[src/rtl/pipeline_hazard_ctrl.sv]
`default_nettype none
// ============================================================================
// Module      : pipeline_hazard_ctrl
// Description : Stall/flush sequencing for the 5-stage MIPS core. Covers
//               load-use bubbles, taken-branch flushes and multi-cycle
//               mult/div EX occupancy, plus saturating stall/flush counters.
// Revision    : 1.0 - initial release
// ============================================================================
module pipeline_hazard_ctrl #(
  parameter int MD_LATENCY = 8,
  parameter int CNT_W      = 16
) (
  input  logic             clk,
  input  logic             rst_n,
  input  logic             id_ex_mem_read,
  input  logic [4:0]       id_ex_write_reg_addr,
  input  logic [4:0]       if_id_instr_rs,
  input  logic [4:0]       if_id_instr_rt,
  input  logic             if_id_uses_rt,
  input  logic             md_start,
  input  logic             branch_taken,
  output logic             pc_write,
  output logic             if_id_write,
  output logic             if_id_flush,
  output logic             id_ex_bubble,
  output logic             ex_hold,
  output logic             ex_mem_bubble,
  output logic             md_busy,
  output logic             md_done,
  output logic [CNT_W-1:0] stall_cycles,
  output logic [CNT_W-1:0] flush_count
);

  typedef enum logic [0:0] {
    RUN     = 1'b0,
    MD_BUSY = 1'b1
  } state_t;

  // The RUN cycle counts as the first EX cycle and the done cycle as the
  // last, so the busy down-counter starts two below the total latency.
  localparam logic [7:0] C_MD_INIT = 8'(MD_LATENCY - 2);
  localparam logic [CNT_W-1:0] C_CNT_MAX = {CNT_W{1'b1}};

  state_t           state_q, state_d;
  logic [7:0]       md_cnt_q, md_cnt_d;
  logic [CNT_W-1:0] stall_q, stall_d;
  logic [CNT_W-1:0] flush_q, flush_d;
  logic             w_lu;

  // Load-use: a load's destination feeds a source of the instruction behind it.
  assign w_lu = id_ex_mem_read && (id_ex_write_reg_addr != 5'd0) &&
                ((id_ex_write_reg_addr == if_id_instr_rs) ||
                 (if_id_uses_rt && (id_ex_write_reg_addr == if_id_instr_rt)));

  // Next state and control outputs, combinational from state and inputs.
  always_comb begin
    pc_write      = 1'b1;
    if_id_write   = 1'b1;
    if_id_flush   = 1'b0;
    id_ex_bubble  = 1'b0;
    ex_hold       = 1'b0;
    ex_mem_bubble = 1'b0;
    md_done       = 1'b0;
    state_d       = state_q;
    md_cnt_d      = md_cnt_q;
    if (!rst_n) begin
      // Keep the pipeline quiet and full of nops while in reset.
      pc_write     = 1'b0;
      if_id_write  = 1'b0;
      if_id_flush  = 1'b1;
      id_ex_bubble = 1'b1;
    end else begin
      case (state_q)
        RUN: begin
          if (branch_taken) begin
            if_id_flush  = 1'b1;
            id_ex_bubble = 1'b1;
          end else if (md_start) begin
            pc_write      = 1'b0;
            if_id_write   = 1'b0;
            ex_hold       = 1'b1;
            ex_mem_bubble = 1'b1;
            state_d       = MD_BUSY;
            md_cnt_d      = C_MD_INIT;
          end else if (w_lu) begin
            pc_write     = 1'b0;
            if_id_write  = 1'b0;
            id_ex_bubble = 1'b1;
          end
        end
        MD_BUSY: begin
          // Front end stays frozen through the done cycle as well.
          pc_write    = 1'b0;
          if_id_write = 1'b0;
          if (md_cnt_q != 8'd0) begin
            ex_hold       = 1'b1;
            ex_mem_bubble = 1'b1;
            md_cnt_d      = md_cnt_q - 8'd1;
          end else begin
            md_done = 1'b1;
            state_d = RUN;
          end
        end
        default: state_d = RUN;
      endcase
    end
  end

  // Saturating event counters, qualified by the controls of this cycle.
  always_comb begin
    stall_d = stall_q;
    flush_d = flush_q;
    if (!pc_write && (stall_q != C_CNT_MAX)) stall_d = stall_q + 1'b1;
    if (if_id_flush && (flush_q != C_CNT_MAX)) flush_d = flush_q + 1'b1;
  end

  // State and counter registers with synchronous active-low reset.
  always_ff @(posedge clk) begin
    if (!rst_n) begin
      state_q  <= RUN;
      md_cnt_q <= 8'd0;
      stall_q  <= '0;
      flush_q  <= '0;
    end else begin
      state_q  <= state_d;
      md_cnt_q <= md_cnt_d;
      stall_q  <= stall_d;
      flush_q  <= flush_d;
    end
  end

  // Observed state and counters read as idle/zero whenever reset is held.
  assign md_busy      = rst_n && (state_q == MD_BUSY);
  assign stall_cycles = rst_n ? stall_q : '0;
  assign flush_count  = rst_n ? flush_q : '0;

endmodule
`default_nettype wire

[config.mk]
export PLATFORM = sky130hd
export DESIGN_NAME = pipeline_hazard_ctrl
export DESIGN_NICKNAME = d
export VERILOG_FILES = /design/src/rtl/pipeline_hazard_ctrl.sv
export SDC_FILE = /design/constraint.sdc
export NUM_CORES = 1
export LEC_CHECK = 0
export BUFFER_PORTS_ARGS = -buffer_cell sky130_fd_sc_hd__buf_4
export CORE_MARGIN = 2
export CORE_UTILIZATION = 51
export DETAILED_ROUTE_END_ITERATION = 7
export PLACE_DENSITY = 0.84
export RECOVER_POWER = 100
export SYNTH_ARGS = -nofsm -noshare
export SYNTH_HDL_FRONTEND = slang
export SYNTH_SLANG_ARGS = --single-unit
export TNS_END_PERCENT = 5
[constraint.sdc]
create_clock -name clk -period 4 [get_ports clk]
set_clock_uncertainty 0.15 [all_clocks]
set_input_delay 0.2 -clock clk [delete_from_list [all_inputs] [get_ports clk]]
set_output_delay 0.2 -clock clk [all_outputs]
set_load 0.1 [all_outputs]
# After elaboration in Yosys (flattened, before gate mapping)
# Cells that the tools add are included.
[word_totals]
word_cells = 53
input_bits = 21
regBits = 41
out_inout_bits = 40
[classes]
eq_ne = 7
n_addsub = 3
bitwise_logic = 1
muxes = 27
n_reduce_logical = 11
[op_table]
columns = ["cell", "count"]
rows = [
  ["adder 16 x 1 -> 16 bit (second input constant)", 2],
  ["2-to-1 mux 16 bit", 2],
  ["!= test 16 bit (second input constant)", 2],
  ["2-to-1 mux 8 bit", 3],
  ["2-to-1 mux 1 bit", 19],
  ["one-hot mux 8 bit (2 select lines)", 1],
  ["equality test 5 bit", 2],
  ["nonzero test 8 bit", 1],
  ["subtractor 8 x 1 -> 8 bit (second input constant)", 1],
  ["logical AND 1 bit", 6],
  ["nonzero test 5 bit", 1],
  ["!= test 2 bit (second input constant)", 2],
  ["one-hot mux 1 bit (2 select lines)", 2],
  ["AND reduction 3 bit", 1],
  ["!= test 2 x 1 -> 1 bit (second input constant)", 1],
  ["logical NOT 1 bit", 1],
  ["logical OR 1 bit", 1],
  ["NOT 1 bit", 1],
]

# Longest topological paths before layout
[depth]
ltp_word = 11
depth_mapped = 9
mapped_depth_nobuf = 8

# Worst setup path before layout
# Ideal clock, no wire load.
[synth_timing]
path_type = "input port to output port"
start = "input id_ex_write_reg_addr[1]"
end = "output pc_write"
stages = 6
setup_slack_ns = -0.040
n_path_buf = 1
arrival_ns = 3.690
required_time_ns = 3.650
path_cell_list = "or4_1 -> o21ai_2 -> nand2b_1 -> a21oi_1 -> nor3_1 -> buf_4"
[synth_between]
elab_chain_cells = 9
word_cells_on_any_way = 12
classes_between = "2 x eq/ne; 5 x mux; 5 x reduce/logical"
[synth_lines]
columns = ["element", "line", "text"]
rows = [
  ["start, declared", "16", "input logic [4:0] id_ex_write_reg_addr,"],
  ["equality test 5 bit", "53", "(if_id_uses_rt && (id_ex_write_reg_addr == if_id_instr_rt)));"],
  ["logical AND 1 bit", "53", ""],
  ["logical OR 1 bit", "52", "((id_ex_write_reg_addr == if_id_instr_rs) ||"],
  ["logical AND 1 bit (*)", "51", "assign w_lu = id_ex_mem_read && (id_ex_write_reg_addr != 5'd0) &&"],
  ["2-to-1 mux 1 bit (*) (3 in series)", "n/a", ""],
  ["one-hot mux 1 bit (2 select lines) (*)", "n/a", ""],
  ["2-to-1 mux 1 bit (*)", "n/a", ""],
  ["end, declared", "22", "output logic pc_write,"],
]
# Every way passes the cells marked *; elsewhere a longest branch is shown, timed or not.

# Final worst setup path
[layout_timing]
start = "register md_cnt_q[2]"
end = "output md_done"
[layout_between]
elab_chain_cells = 4
[layout_lines]
columns = ["element", "line", "text"]
rows = [
  ["start, declared", "45", "logic [7:0] md_cnt_q, md_cnt_d;"],
  ["start signal, assigned", "126", "md_cnt_q <= md_cnt_d;"],
  ["nonzero test 8 bit", "95", "if (md_cnt_q != 8'd0) begin"],
  ["2-to-1 mux 1 bit", "95", ""],
  ["2-to-1 mux 1 bit", "73", "case (state_q)"],
  ["2-to-1 mux 1 bit", "66", "if (!rst_n) begin"],
  ["end, declared", "29", "output logic md_done,"],
]
# Every way passes these cells.

==> results.md <==
- Num CTS Buffers: 5
- # resized after CTS: 0
- Drt total wl: 5238 um
- H-tree levels: 2
- Final core utilization: 58.98%
- Hold_buf cts: 0
- Comb pwr share: 24.5%
- Number of antenna diodes: 0
- Switch share: 34.67%
- Worst Path Max Fanout: 5
- Setup TNS: 0 ns
- Via count: 2,126
- Sequential share of the synthesized area: 33.73%
- Fin nets: 365
- Port bufs: 60
- LEAKAGE: 1.055 nW
- Gp weighted congestion: 0.8892
- VDD IR max: 0.2237 mV
- Core Rows: 25
- WHS Endpoint: state_q
- First-pass iteration count of the detailed router: 4
- Min Tclk post-route: 2.789 ns
- Setup WS post-layout: 1.211 ns
- Hold path start: md_start
- Fraction of layout instances using a drive strength above 1: 12.61%
- Hold Path Class: in -> reg
- RR Endpoint: stall_q[9]
- Hold Vio Cnt, Final: 0
- Reg-to-Reg Start: stall_q[1]
- Vias in the first global route: 1,987
- Detail Route Antenna Nets: 0
- Antenna violations before repair: 0
- EDFF count, synth: 0
- Global-route wire length before repair: 8742 um
- Sequential power share: 47.9%
- Worst-margin pin slew: 1.180 ns
- CP startpoint: md_cnt_q[2]
- Clk network pwr share: 27.6%
- Crit end category: primary output
- R2R Setup Slk: 1.23 ns
- Die width: 73.08 um
- Clk slew on worst S/H paths: 0.07 ns
- Fillers: 453
- Status: finished, final reports clean
- Seq cells post-synth: 41
- Avg WL per Cell: 13.26 um
- Relative slew slack: 21.64%
- Post-Syn Instances: 285
- Final slew viol count: 0
- Final cell count without fillers: 395
- Grt total ovfl: 0
- Final hold slack: 0.1935 ns
- Synth area leader: dfxtp_1
- Crit path DAT: 2.44 ns
- Syn-to-layout area delta: 12.96%
- Drt drc: 0
- CTS root buf: clkbuf_8
- RSZ-0062 raised after global routing: no
- # Post-CTS Setup Buffers: 0
- Total Routing Usage GR: 20.56%
- Synth Cell Area: 2434 um^2
- Worst-Skew Late Latency: 0.29 ns
- Core Area: 4661 um^2
- Post-synth top area share: 33.73%
- List of most frequent post-synthesis cells: dfxtp_1, nor2_1, and2_1, nand2_1, nand3_1
- Period utilisation layout: 69.72%
- CTS sink cnt: 41
- Ports: 61
- Max-cap check violation count: 0
- P_int: 0.0006165 W
- Placed insts: 387
- CTS tree: built
- Die area: 5340 um^2
- Initial Utilization: 52.21%
- Primary FF master, synth: dfxtp_1
- Crit start category: register
- Synthesized Nets: 310
- Depth of the most critical reg-to-reg path: 8
- Psw: 0.0003271 W
- Iter 0 DRT Violations: 154
- Yosys warns: 0
- Post-Syn Area per Cell: 8.539 um^2
- CTS Buffer Depth: 2
- Total power divided by cell area: 343.3 nW/um^2
- Critical Path RT: 3.65 ns
- Ranking of synthesized cells by area: dfxtp_1, and2_1, nor2_1
- Cell depth of the worst min-delay path: 3
- Largest net degree at the start of global routing: 41
- Type of the worst setup path: reg -> out
- Fmax: 0.3586 GHz
- Async set-reset flop share out of synthesis: 0%
- Pre-CTS setup slack: 1.785 ns
- Most frequent cell after synthesis: dfxtp_1
- DP HPWL: 3799 um
- Chip height: 73.08 um
- Cell variety after synth: 48
- Setup violators final: 0
- Via/cell ratio: 5.382
==> state kept, by name, indices dropped and copies added, names as in the netlist <==
name and flops:
flush_q 16, stall_q 16, md_cnt_q 8, state_q 1
==> worst max-delay path: stages, from the launching register on <==
cell      delay (ns)
dfxtp_1         0.35
nor4_1          0.49
nand3_1         0.22
nor3_1          0.20
clkbuf_1        0.89
==> worst max-delay path by stage <==
stage                       to  slack [ns]  depth (start not counted)
global placement    stall_q[9]        1.75                          7
detailed placement  stall_q[9]        1.79                          7
finish                 md_done        1.21                          4
global route        stall_q[9]        0.97                          8
CTS                    md_done        1.77                          4
floorplan              md_done        0.71                          3
==> power by group through the flow <==
| stage | Sequential [W] | Combinational (W) | Clock, W |
|---|---|---|---|
| finish | 0.000452 | 0.000231 | 0.000260 |
| global placement | 0.000461 | 0.000238 | 0 |
| detailed placement | 0.000461 | 0.000242 | 0 |
| floorplan | 0.000455 | 0.000194 | 0 |
| global route | 0.000455 | 0.000252 | 0.000283 |
| CTS | 0.000452 | 0.000244 | 0.000268 |
==> logic make-up (layout without fill, tap and decap cells) <==
logic type,after synthesis,after routing,synth area share (%)
and+or+nand+nor,147,147,35.12
DFF,41,41,33.73
AOI/OAI and AO/OA,31,31,8.329
xor gates and xnor gates,27,27,9.717
buffers and inverters,24,80,4.832
muxes,11,11,6.221
adders and majority gates,4,4,2.057
==> metrics by stage <==
step / total power, W / instance area [um^2]
after floorplan: 0.0006489 / 2439
after global placement: 0.0006987 / 2888
after detailed placement: 0.0007031 / 2888
after CTS: 0.0009649 / 2970
after global routing: 0.0009903 / 2749
final: 0.0009436 / 2749
==> cell usage in the layout, fill, tap and decap left out, drive strengths merged, types with 9 or more instances in the layout <==
cell / synthesis / layout
and2: 32 / 32
xnor2: 15 / 15
buf: 5 / 21
dfxtp: 41 / 41
clkbuf: 8 / 46
xor2: 12 / 12
nor3: 9 / 9
nand3: 18 / 18
a21oi: 13 / 13
inv: 10 / 10
nor2: 36 / 36
nand2: 17 / 17
mux2: 9 / 9
==> layout make-up <==
| type | instances | area, um^2 | share of cell area (%) |
|---|---|---|---|
| Clock buffer | 6 | 72.57 | 2.640 |
| Multi-Input combinational cell | 220 | 1429 | 51.98 |
| Tap cell | 54 | 67.56 | 2.458 |
| Timing Repair Buffer | 61 | 307.8 | 11.20 |
| Sequential cell | 41 | 820.8 | 29.86 |
| Inverter | 11 | 41.29 | 1.502 |
| Clock inverter | 2 | 10.01 | 0.3641 |
==> layer usage <==
| metal | vias to the layer above | track usage [%] | part of all wire, % | wire length, um |
|---|---|---|---|---|
| met5 | - | 0 | 0 | 0 |
| met4 | 0 | 6.996 | 0.80 | 42 |
| met3 | 5 | 5.110 | 5.9 | 311 |
| met2 | 57 | 33.73 | 47 | 2443 |
| met1 | 978 | 26.24 | 47 | 2439 |
| li1 | 1086 | - | - | - |
Power figures use the tool's default switching activity.
